## src/rtl/mpu_iic_pkg.sv

```systemverilog
// Shared definitions for the MPU I2C target: FSM state encoding, the default device
// address, well-known MPU register addresses and the address-match helper.
package mpu_iic_pkg;

  localparam logic [6:0] DEV_ADDR_DEFAULT = 7'h68;

  localparam logic [7:0] PWR_MGMT_1   = 8'h6B;
  localparam logic [7:0] ACCEL_XOUT_H = 8'h3B;
  localparam logic [7:0] WHO_AM_I     = 8'h75;

  typedef enum logic [2:0] {
    StIdle,
    StAddr,
    StAck,
    StReg,
    StWdata,
    StRdata,
    StAckM
  } iic_state_e;

  // True when the {addr, rw} byte targets this device.
  function automatic logic addr_match(input logic [7:0] addr_rw, input logic [6:0] dev);
    return addr_rw[7:1] == dev;
  endfunction

endpackage

```

## src/rtl/mpu_iic_if.sv

```systemverilog
// Register-port bundle between the I2C target and a backing register file / sensor model.
//   reg_addr   current register pointer
//   reg_wdata  write byte, valid with reg_we
//   reg_we     1-cycle write strobe
//   reg_rdata  read data for reg_addr, valid 1 clk after reg_addr changes
// modport master: the I2C target side; modport slave: the register file side.
interface mpu_iic_if #(
  parameter int unsigned REG_AW = 8
) ();
  logic [REG_AW-1:0] reg_addr;
  logic [7:0]        reg_wdata;
  logic              reg_we;
  logic [7:0]        reg_rdata;

  modport master (output reg_addr, output reg_wdata, output reg_we, input reg_rdata);
  modport slave  (input reg_addr, input reg_wdata, input reg_we, output reg_rdata);
endinterface

```

## src/rtl/iic_bus_cond.sv

```systemverilog
// I2C bus conditioning: synchronises scl/sda_in and produces single-cycle event pulses.
//   clk, rst_n          system clock, asynchronous active-low reset
//   scl, sda_in         raw bus pins
//   sda_s               synchronised SDA level
//   scl_rise, scl_fall  edges of the synchronised SCL
//   start_det, stop_det SDA fall / rise while SCL is high
module iic_bus_cond #(
  parameter int unsigned SYNC_STAGES = 2
) (
  input  logic clk,
  input  logic rst_n,
  input  logic scl,
  input  logic sda_in,
  output logic sda_s,
  output logic scl_rise,
  output logic scl_fall,
  output logic start_det,
  output logic stop_det
);

  logic [SYNC_STAGES-1:0] scl_sync_q;
  logic [SYNC_STAGES-1:0] sda_sync_q;
  logic                   scl_p_q;
  logic                   sda_ref_q;
  logic                   scl_s;

  assign scl_s = scl_sync_q[SYNC_STAGES-1];
  assign sda_s = sda_sync_q[SYNC_STAGES-1];

  assign scl_rise = scl_s & ~scl_p_q;
  assign scl_fall = ~scl_s & scl_p_q;

  // sda_ref_q is frozen on an SCL rise so an SDA edge landing in the same cycle is
  // still seen as START/STOP one cycle later, once SCL is known high.
  assign start_det = scl_s & scl_p_q & sda_ref_q & ~sda_s;
  assign stop_det  = scl_s & scl_p_q & ~sda_ref_q & sda_s;

  // Idle bus is high, so reset to 1 to avoid phantom edges.
  always_ff @(posedge clk or negedge rst_n) begin
    if (!rst_n) begin
      scl_sync_q <= '1;
      sda_sync_q <= '1;
      scl_p_q    <= 1'b1;
      sda_ref_q  <= 1'b1;
    end else begin
      scl_sync_q <= {scl_sync_q[SYNC_STAGES-2:0], scl};
      sda_sync_q <= {sda_sync_q[SYNC_STAGES-2:0], sda_in};
      scl_p_q    <= scl_s;
      if (!scl_rise) begin
        sda_ref_q <= sda_s;
      end
    end
  end

endmodule

```

## src/rtl/mpu_iic_target.sv

```systemverilog
// I2C target emulating the MPU register interface.
//   clk, rst_n  system clock (>= 8x SCL), asynchronous active-low reset
//   scl, sda_in bus clock and pad-level data
//   sda_en      1 = pull SDA low (open drain)
//   busy        high from an addressed START until STOP
//   regs        register port (pointer, write data/strobe, read data)
module mpu_iic_target
  import mpu_iic_pkg::*;
#(
  parameter logic [6:0]  DEV_ADDR    = DEV_ADDR_DEFAULT,
  parameter int unsigned REG_AW      = 8,
  parameter int unsigned SYNC_STAGES = 2
) (
  input  logic      clk,
  input  logic      rst_n,
  input  logic      scl,
  input  logic      sda_in,
  output logic      sda_en,
  output logic      busy,
  mpu_iic_if.master regs
);

  localparam logic [REG_AW-1:0] AddrOne = {{(REG_AW-1){1'b0}}, 1'b1};

  logic sda_s, scl_rise, scl_fall, start_det, stop_det;

  iic_bus_cond #(
    .SYNC_STAGES (SYNC_STAGES)
  ) u_bus_cond (
    .clk       (clk),
    .rst_n     (rst_n),
    .scl       (scl),
    .sda_in    (sda_in),
    .sda_s     (sda_s),
    .scl_rise  (scl_rise),
    .scl_fall  (scl_fall),
    .start_det (start_det),
    .stop_det  (stop_det)
  );

  iic_state_e        state_q, after_ack_q;
  logic [2:0]        bit_cnt_q;
  logic [7:0]        shift_q;
  logic              phase_q;
  logic              sda_en_q, busy_q;
  logic [REG_AW-1:0] reg_addr_q;
  logic [7:0]        reg_wdata_q;
  logic              reg_we_q;
  logic [7:0]        rx_byte;

  assign rx_byte        = {shift_q[6:0], sda_s};
  assign sda_en         = sda_en_q;
  assign busy           = busy_q;
  assign regs.reg_addr  = reg_addr_q;
  assign regs.reg_wdata = reg_wdata_q;
  assign regs.reg_we    = reg_we_q;

  always_ff @(posedge clk or negedge rst_n) begin
    if (!rst_n) begin
      state_q     <= StIdle;
      after_ack_q <= StReg;
      bit_cnt_q   <= 3'd0;
      shift_q     <= 8'h00;
      phase_q     <= 1'b0;
      sda_en_q    <= 1'b0;
      busy_q      <= 1'b0;
      reg_addr_q  <= '0;
      reg_wdata_q <= 8'h00;
      reg_we_q    <= 1'b0;
    end else begin
      reg_we_q <= 1'b0;
      // Post-write pointer increment lands one cycle after the strobe.
      if (reg_we_q) begin
        reg_addr_q <= reg_addr_q + AddrOne;
      end

      if (stop_det) begin
        state_q   <= StIdle;
        sda_en_q  <= 1'b0;
        busy_q    <= 1'b0;
        bit_cnt_q <= 3'd0;
        phase_q   <= 1'b0;
      end else if (start_det) begin
        state_q   <= StAddr;
        sda_en_q  <= 1'b0;
        bit_cnt_q <= 3'd0;
        phase_q   <= 1'b0;
      end else begin
        case (state_q)
          StAddr, StReg, StWdata: begin
            if (scl_rise) begin
              shift_q   <= rx_byte;
              bit_cnt_q <= bit_cnt_q + 3'd1;
              if (bit_cnt_q == 3'd7) begin
                phase_q <= 1'b0;
                if (state_q == StAddr) begin
                  if (addr_match(rx_byte, DEV_ADDR)) begin
                    busy_q      <= 1'b1;
                    state_q     <= StAck;
                    after_ack_q <= rx_byte[0] ? StRdata : StReg;
                  end else begin
                    busy_q  <= 1'b0;
                    state_q <= StIdle;
                  end
                end else if (state_q == StReg) begin
                  reg_addr_q  <= REG_AW'(rx_byte);
                  state_q     <= StAck;
                  after_ack_q <= StWdata;
                end else begin
                  reg_wdata_q <= rx_byte;
                  reg_we_q    <= 1'b1;
                  state_q     <= StAck;
                  after_ack_q <= StWdata;
                end
              end
            end
          end

          // phase 0: waiting for the fall that starts the ACK bit; phase 1: ACK driven.
          StAck: begin
            if (scl_fall) begin
              if (!phase_q) begin
                sda_en_q <= 1'b1;
                phase_q  <= 1'b1;
              end else begin
                phase_q   <= 1'b0;
                bit_cnt_q <= 3'd0;
                state_q   <= after_ack_q;
                if (after_ack_q == StRdata) begin
                  shift_q  <= {regs.reg_rdata[6:0], 1'b0};
                  sda_en_q <= ~regs.reg_rdata[7];
                end else begin
                  sda_en_q <= 1'b0;
                end
              end
            end
          end

          // MSB is already on the bus; each fall presents the next bit.
          StRdata: begin
            if (scl_rise) begin
              bit_cnt_q <= bit_cnt_q + 3'd1;
              if (bit_cnt_q == 3'd7) begin
                state_q <= StAckM;
                phase_q <= 1'b0;
              end
            end
            if (scl_fall) begin
              sda_en_q <= ~shift_q[7];
              shift_q  <= {shift_q[6:0], 1'b0};
            end
          end

          // phase 0: release for the master ACK bit; phase 1: ACKed, reload on next fall.
          StAckM: begin
            if (scl_fall) begin
              if (!phase_q) begin
                sda_en_q <= 1'b0;
              end else begin
                phase_q   <= 1'b0;
                bit_cnt_q <= 3'd0;
                state_q   <= StRdata;
                shift_q   <= {regs.reg_rdata[6:0], 1'b0};
                sda_en_q  <= ~regs.reg_rdata[7];
              end
            end
            if (scl_rise) begin
              if (!sda_s) begin
                reg_addr_q <= reg_addr_q + AddrOne;
                phase_q    <= 1'b1;
              end else begin
                state_q <= StIdle;
              end
            end
          end

          default: ;
        endcase
      end
    end
  end

endmodule

```

## src/flat_wrapper.sv

```systemverilog
// flat-port wrapper written by rule: the top's interface ports become plain ports
module mpu_iic_target_flat import mpu_iic_pkg::*;
#(
  parameter logic [6:0]  DEV_ADDR    = DEV_ADDR_DEFAULT,
  parameter int unsigned REG_AW      = 8,
  parameter int unsigned SYNC_STAGES = 2
)
  (clk, rst_n, scl, sda_in, sda_en, busy, regs_reg_addr, regs_reg_wdata, regs_reg_we, regs_reg_rdata);
  mpu_iic_if #(.REG_AW(REG_AW)) regs_i ();
  input  logic clk;
  input  logic rst_n;
  input  logic scl;
  input  logic sda_in;
  output logic sda_en;
  output logic busy;
  output wire logic [$bits(regs_i.reg_addr)-1:0] regs_reg_addr;
  output wire logic [$bits(regs_i.reg_wdata)-1:0] regs_reg_wdata;
  output wire logic [$bits(regs_i.reg_we)-1:0] regs_reg_we;
  input wire logic [$bits(regs_i.reg_rdata)-1:0] regs_reg_rdata;
  assign regs_reg_addr = regs_i.reg_addr;
  assign regs_reg_wdata = regs_i.reg_wdata;
  assign regs_reg_we = regs_i.reg_we;
  assign regs_i.reg_rdata = regs_reg_rdata;
  mpu_iic_target #(.DEV_ADDR(DEV_ADDR), .REG_AW(REG_AW), .SYNC_STAGES(SYNC_STAGES)) u_core (.clk(clk), .rst_n(rst_n), .scl(scl), .sda_in(sda_in), .sda_en(sda_en), .busy(busy), .regs(regs_i));
endmodule
```

## config.mk

```make
export PLATFORM = sky130hd
export DESIGN_NAME = mpu_iic_target_flat
export DESIGN_NICKNAME = d
export VERILOG_FILES = /design/src/rtl/mpu_iic_pkg.sv /design/src/rtl/mpu_iic_if.sv /design/src/rtl/iic_bus_cond.sv /design/src/rtl/mpu_iic_target.sv /design/src/flat_wrapper.sv
export SDC_FILE = /design/constraint.sdc
export NUM_CORES = 1
export LEC_CHECK = 0
export ABC_AREA = 0
export CELL_PAD_IN_SITES_DETAIL_PLACEMENT = 1
export CELL_PAD_IN_SITES_GLOBAL_PLACEMENT = 2
export CORE_MARGIN = 2
export CORE_UTILIZATION = 38
export CTS_CLUSTER_DIAMETER = 60
export DETAILED_ROUTE_END_ITERATION = 6
export HOLD_SLACK_MARGIN = 0.12
export PLACE_DENSITY_LB_ADDON = 0.25
export SETUP_SLACK_MARGIN = 0.2
export SYNTH_ARGS = -nofsm -noshare
export SYNTH_HDL_FRONTEND = slang
export SYNTH_SLANG_ARGS = --single-unit
export TNS_END_PERCENT = 50
```

## constraint.sdc

```tcl
create_clock -name clk -period 5.8 [get_ports clk]
set_input_delay 1.16 -clock clk [delete_from_list [all_inputs] [get_ports clk]]
set_output_delay 1.16 -clock clk [all_outputs]
set_load 0.05 [all_outputs]
```

# [Word-level counts from Yosys, hierarchy flattened]
# Cells that the tools add are included.
[classes] n_addsub=2 n_mul=0 div_mod_pow=0 n_lt_le_gt_ge=0 n_eq_ne=30 shifts=0 mux=75 bitwise_logic=17 reduce_logical=20
[ops] op="two-way mux 8 bit" count=16
[ops] op="two-way mux 3 bit" count=20
[ops] op="!= test 4 x 1 -> 1 bit, second input constant" count=12
[ops] op="case mux 8 bit (4 select lines)" count=1
[ops] op="two-way mux 1 bit" count=31
[ops] op="case mux 8 bit (2 select lines)" count=1
[ops] op="== test 3 bit, second input constant" count=5
[ops] op="!= test 2 x 1 -> 1 bit, second input constant" count=7
[ops] op="AND reduction 7 bit" count=2
[ops] op="case mux 3 bit (4 select lines)" count=1
[ops] op="AND reduction 4 bit" count=3
[ops] op="NOT 1 bit" count=10
[ops] op="AND reduction 10 bit" count=1
[ops] op="nonzero test 5 bit" count=2
[ops] op="adder 8 x 1 -> 8 bit, second input constant" count=1
[ops] op="nonzero test 2 bit" count=4
[ops] op="nonzero test 4 bit" count=2
[ops] op="bitwise AND 1 bit" count=7
[ops] op="== test 7 bit, second input constant" count=1
[ops] op="== test 3 x 2 -> 1 bit, second input constant" count=2
[ops] op="case mux 1 bit (3 select lines)" count=2
[ops] op="case mux 3 bit (2 select lines)" count=1
[ops] op="AND reduction 6 bit" count=1
[ops] op="nonzero test 6 bit" count=1
[ops] op="8 further kinds" count=10
[totals] reg_bits=43 latchBits=0 ramBits=0 mem_bits_ro=0 inputBits=12 out_inout_bits=19 elab_cells=158 memories=0

# [Depth between registers and ports, before layout]
[depth] ltp_word=9 ltp_mapped=7 mapped_depth_nobuf=6

# [Modules after synthesis]
# Synthesis repeated with hierarchy kept, for this count alone.
[hier_totals] hier_cells=271 hier_area_um2=2566.2
[by_module_without_submodules] mod="mpu_iic_target" instances=1 cells_each=259 area_each_um2=2354.8 seq_area_each_um2=928.4
[by_module_without_submodules] mod="iic_bus_cond" instances=1 cells_each=12 area_each_um2=211.5 seq_area_each_um2=157.7

# [Least setup slack after synthesis]
# No wires, ideal clock.
[synth_path] kind="reg-to-output" from="register u_core.reg_addr_q[4], in the netlist u_core.regs.reg_addr[4]" to="output port regs_reg_addr[4]" arrival_time_ns=0.694 required_time_ns=4.640 path_slack_ns=3.946 path_stages_with_launch=1 n_path_buf=0 cell_sequence="dfrtp_1"
[synth_rtl] item="start, declared" line_no="mpu_iic_target.sv:46" text="logic [REG_AW-1:0] reg_addr_q;"
[synth_rtl] item="start signal, assigned" line_no="mpu_iic_target.sv:74" text="reg_addr_q <= reg_addr_q + AddrOne;"
[synth_rtl] item="start signal, assigned" line_no="mpu_iic_target.sv:106" text="reg_addr_q <= REG_AW'(rx_byte);"
[synth_rtl] item="start signal, assigned" line_no="mpu_iic_target.sv:169" text="reg_addr_q <= reg_addr_q + AddrOne;"
[synth_rtl] item="end, declared" line_no="flat_wrapper.sv:16" text="output wire logic [$bits(regs_i.reg_addr)-1:0] regs_reg_addr;"
# No word-level cell between the ends.

# [Worst setup path after layout]
[layout_path] from="register u_core.reg_we_q, in the netlist u_core.regs.reg_we" to="output port regs_reg_we"
[layout_rtl] item="start, declared" line_no="mpu_iic_target.sv:48" text="logic reg_we_q;"
[layout_rtl] item="start signal, assigned" line_no="mpu_iic_target.sv:69" text="reg_we_q <= 1'b0;"
[layout_rtl] item="start signal, assigned" line_no="mpu_iic_target.sv:71" text="reg_we_q <= 1'b0;"
[layout_rtl] item="start signal, assigned" line_no="mpu_iic_target.sv:111" text="reg_we_q <= 1'b1;"
[layout_rtl] item="end, declared" line_no="flat_wrapper.sv:18" text="output wire logic [$bits(regs_i.reg_we)-1:0] regs_reg_we;"
# No word-level cell between the ends.

==> impl_summary.md <==
Synthesis
The number of warning messages in the yosys log is 0. The mean post-synth cell area is 10.13 um2. The number of flip-flops and latches in the synthesized netlist is 43. The cell count after synthesis came out at 254.

In this run, distinct cell masters in the synthesized netlist total 69. The number of nets handed over by synthesis was 269. The dominant register cell in the synthesized netlist is sky130_fd_sc_hd__dfrtp_1.

The count of flip-flops with a built-in enable after synthesis is 0. Of all flip-flops after synthesis, the portion carrying an async set or reset was 100.0%. After synthesis, flip-flops and latches occupy 42.20% of the total area. The synthesized netlist occupies a cell area of 0.002574 mm2.

Critical path
The maximum fanout encountered on the critical timing path is 10. The endpoint class of the critical path is an output port. The cell with the largest stage delay on the worst path is sky130_fd_sc_hd__clkdlybuf4s50_1. The data arrival time of the worst path is 1.66 ns. For the worst flop-to-flop path, the logic depth is 4.

Traced cell by cell, the critical path runs through clkdlybuf4s50_1. The register-to-register setup slack is 3.43 ns. The kind of cell with the highest combined delay along the critical path is buffers and inverters. The number of buffers and inverters on the critical path is 1. In this run the number of cells on the critical path is 1.

STA puts the critical path data required time at 4.64 ns. The worst register-to-register path ends at u_core.shift_q[6]. The element type at the critical path start is a flip-flop.

The classification of the worst setup path is reg -> out. The startpoint identified for the worst register-to-register timing path is u_core.state_q[2]. For this run, the slowest stage of the critical path takes 0.86 ns.

STA
The number of hold violations in the final report is 0. The measured slew at the worst slew-check pin is 0.9993 ns. Setup repair after global routing left no endpoint under its margin. Derived from the worst setup path, the maximum achievable clock frequency is 354.2 MHz. The share of the clock period used by the worst path after layout is 48.67%. Measured against its own limit, the worst slew margin works out to 33.38%.

The final number of max-transition violations is 0. Hold is met by 0.3593 ns. The post-route setup TNS is 0 ns. The clock period could shrink to 2.823 ns. Setup violations remaining at the end of the flow were counted as 0. The worst clock skew is 0.004503 ns.

Power
IR analysis of the VDD net gives a maximum drop of 0.1129 mV. The power density over the cells is 192.8 mW/mm2. The reported leakage power is 1.263 nW.

Placement
In this run, placement finished with an instance count of 347. The number of buffer cells added on primary ports is 30. Summed over all nets, the half-perimeter wirelength after detailed placement is 4779 um. At the end of routability-driven placement, the weighted congestion stood at 0.7720.

Global route
Summed over all layers, the global routing overflow is 0. The global routing's busiest layer is met2. The global routing met3 resource utilization is 3.048%. In the global route stage, met1 resource usage came out at 28.82%. The first-pass GRT wire length is 11,430 um. The via count of the first global-routing pass is 2,135.

The met2 capacity usage during global routing is 30.44%. The all-layer global routing usage is 19.51%. The initial antenna violation count is 0. Entering global routing, the biggest net connects 44 pins.

Hold path
For hold timing, the worst endpoint is u_core.u_bus_cond.scl_sync_q[1]. The worst min-delay path startpoint is u_core.u_bus_cond.scl_sync_q[0]. The cell depth of the worst hold path is 0.

The worst hold path belongs to the class reg -> reg.

Layout
The net total in the final layout is 292. The area growth from synthesis to layout is 15.85%. 0 antenna diodes ended up in the layout. The library cell used most frequently in the layout, excluding fill and tap cells, is sky130_fd_sc_hd__nand2_1. Leaving out fill and tap cells, the most frequent cells in the layout are sky130_fd_sc_hd__nand2_1 (39), sky130_fd_sc_hd__dfrtp_1 (35), sky130_fd_sc_hd__clkdlybuf4s50_1 (29). Of the cells placed in the final design, the portion with a size suffix greater than 1 is 17.63%. The finished layout holds 355 standard cells, fillers aside.

Clocking
The number of sinks driven by the clock tree is 43. Clock tree synthesis inserted a total of 5 buffers. The tree is rooted in a sky130_fd_sc_hd__clkbuf_8. In this run the deepest clock path goes through 2 buffers. TritonCTS built the clock tree. The post-cts gate resize count is 0. The clock-pin slew on the worst setup and hold paths is 0.09 ns. The number of H-tree levels is 2. The source-to-sink clock delay at the later pin of the worst-skew pair is 0.30 ns. Buffers added to address setup during post-CTS repair amount to 0.

After clock tree synthesis, the flow added hold-fix buffers numbering 0.

Route
The detailed-route DRC error count is 0. The residual antenna-violating net count after detailed routing is 0. After the first detailed-routing iteration, the DRC count stood at 97. For this block, the via count after detailed routing is 2,073. The detailed-route vias per instance is 5.839. The routed wire length per instance is 19.05 um. The total wirelength of the detailed-routed design is 6764 um. The length of the first detailed-routing pass in iterations is 4.

Floorplan
The initial utilization of the core area, before any placement, comes to 39.85%. The floorplan die width is 86.30 um. The placement row count is 29. From bottom edge to top edge, the die measures 86.30 um. 31 I/O pins were placed. The die footprint is 0.007447 mm2. The placeable core area is 0.006459 mm2.

Outcome
The run finished with clean final reports.

Flow run
The total of max-cap violations is 0.
[flip-flops by register name (all words and copies together) (netlist names)]
name / flops
u_core.sda_en: 1
u_core.regs.reg_wdata: 8
u_core.after_ack_q: 3
u_core.phase_q: 1
u_core.regs.reg_addr: 8
u_core.busy: 1
u_core.state_q: 3
u_core.u_bus_cond.sda_sync_q: 2
u_core.u_bus_cond.scl_p_q: 1
u_core.regs.reg_we: 1
u_core.u_bus_cond.sda_ref_q: 1
u_core.bit_cnt_q: 3
u_core.u_bus_cond.scl_sync_q: 2
u_core.shift_q: 8
[where the power goes]
group,internal (mW),switching (mW)
clock,0.0974,0.112
combinational,0.0188,0.0219
sequential,0.310,0.0148
total,0.427,0.148
[synth_stat cells, types with 5 or more instances]
library cell | n | share of area, %
sky130_fd_sc_hd__a21oi_1 | 9 | 1.7
sky130_fd_sc_hd__o21ai_0 | 16 | 3.1
sky130_fd_sc_hd__mux2_2 | 14 | 6.1
sky130_fd_sc_hd__nand2_1 | 39 | 5.7
sky130_fd_sc_hd__inv_1 | 5 | 0.73
sky130_fd_sc_hd__nor2_1 | 6 | 0.87
sky130_fd_sc_hd__dfstp_2 | 8 | 8.2
sky130_fd_sc_hd__and3b_1 | 6 | 2.0
sky130_fd_sc_hd__nand2b_1 | 5 | 1.2
sky130_fd_sc_hd__buf_2 | 6 | 1.2
sky130_fd_sc_hd__dfrtp_1 | 35 | 34
[logic make-up (layout without fill, tap and decap cells)]
| group | count (synthesis) | count (layout) | share of synthesized area (%) |
|---|---|---|---|
| AO/OA/AOI/OAI | 67 | 67 | 19.83 |
| XOR/XNOR | 8 | 8 | 2.722 |
| adder cells (fa/ha/maj) | 3 | 3 | 1.459 |
| multiplexers | 18 | 18 | 7.681 |
| AND/OR/NAND/NOR | 95 | 95 | 21.88 |
| buffers and inverters | 20 | 44 | 4.229 |
| flip-flops | 43 | 43 | 42.20 |
[layer usage]
layer / part of all wire, % / vias to the layer above
met5: 0 / -
met3: 2.2 / 2
met1: 51 / 1049
li1: - / 998
met2: 46 / 24
met4: 0.43 / 0
[layout make-up]
| class | instances | area, um2 |
|---|---|---|
| Sequential cell | 43 | 1086 |
| Clock buffer | 6 | 82.58 |
| Multi-Input combinational cell | 191 | 1379 |
| Fill cell | 733 | 3477 |
| Inverter | 5 | 18.77 |
| Timing Repair Buffer | 31 | 302.8 |
| Clock inverter | 2 | 16.27 |
| Tap cell | 77 | 96.34 |
[stage by stage]
stage	area [um2]	worst slack [ns]	total power, mW	utilization (%)
2_1_floorplan	2574	3.946	0.3485	-
3_3_place_gp	2883	3.299	0.3714	44.63
3_5_place_dp	2883	3.295	0.3728	44.63
4_1_cts	2982	2.967	0.5839	46.16
5_1_grt	2982	2.895	0.6039	46.16
6_report	2982	2.977	0.5750	46.16
[worst max path at each step]
stage,start,slack (ns),end
6_report,u_core.regs.reg_we,2.98,regs_reg_we
2_1_floorplan,u_core.regs.reg_addr[4],3.95,regs_reg_addr[4]
5_1_grt,u_core.regs.reg_we,2.89,regs_reg_we
4_1_cts,u_core.regs.reg_we,2.97,regs_reg_we
3_5_place_dp,u_core.regs.reg_we,3.30,regs_reg_we
3_3_place_gp,u_core.regs.reg_we,3.30,regs_reg_we
[worst register-to-register path, stage by stage, from the launching register on]
cell and delay (ns):
sky130_fd_sc_hd__dfrtp_1 0.91, sky130_fd_sc_hd__and2b_1 0.39, sky130_fd_sc_hd__a21oi_1 0.16, sky130_fd_sc_hd__a22oi_4 0.41, sky130_fd_sc_hd__mux2_2 0.39
Note: power is estimated with default switching activity, not from simulation.
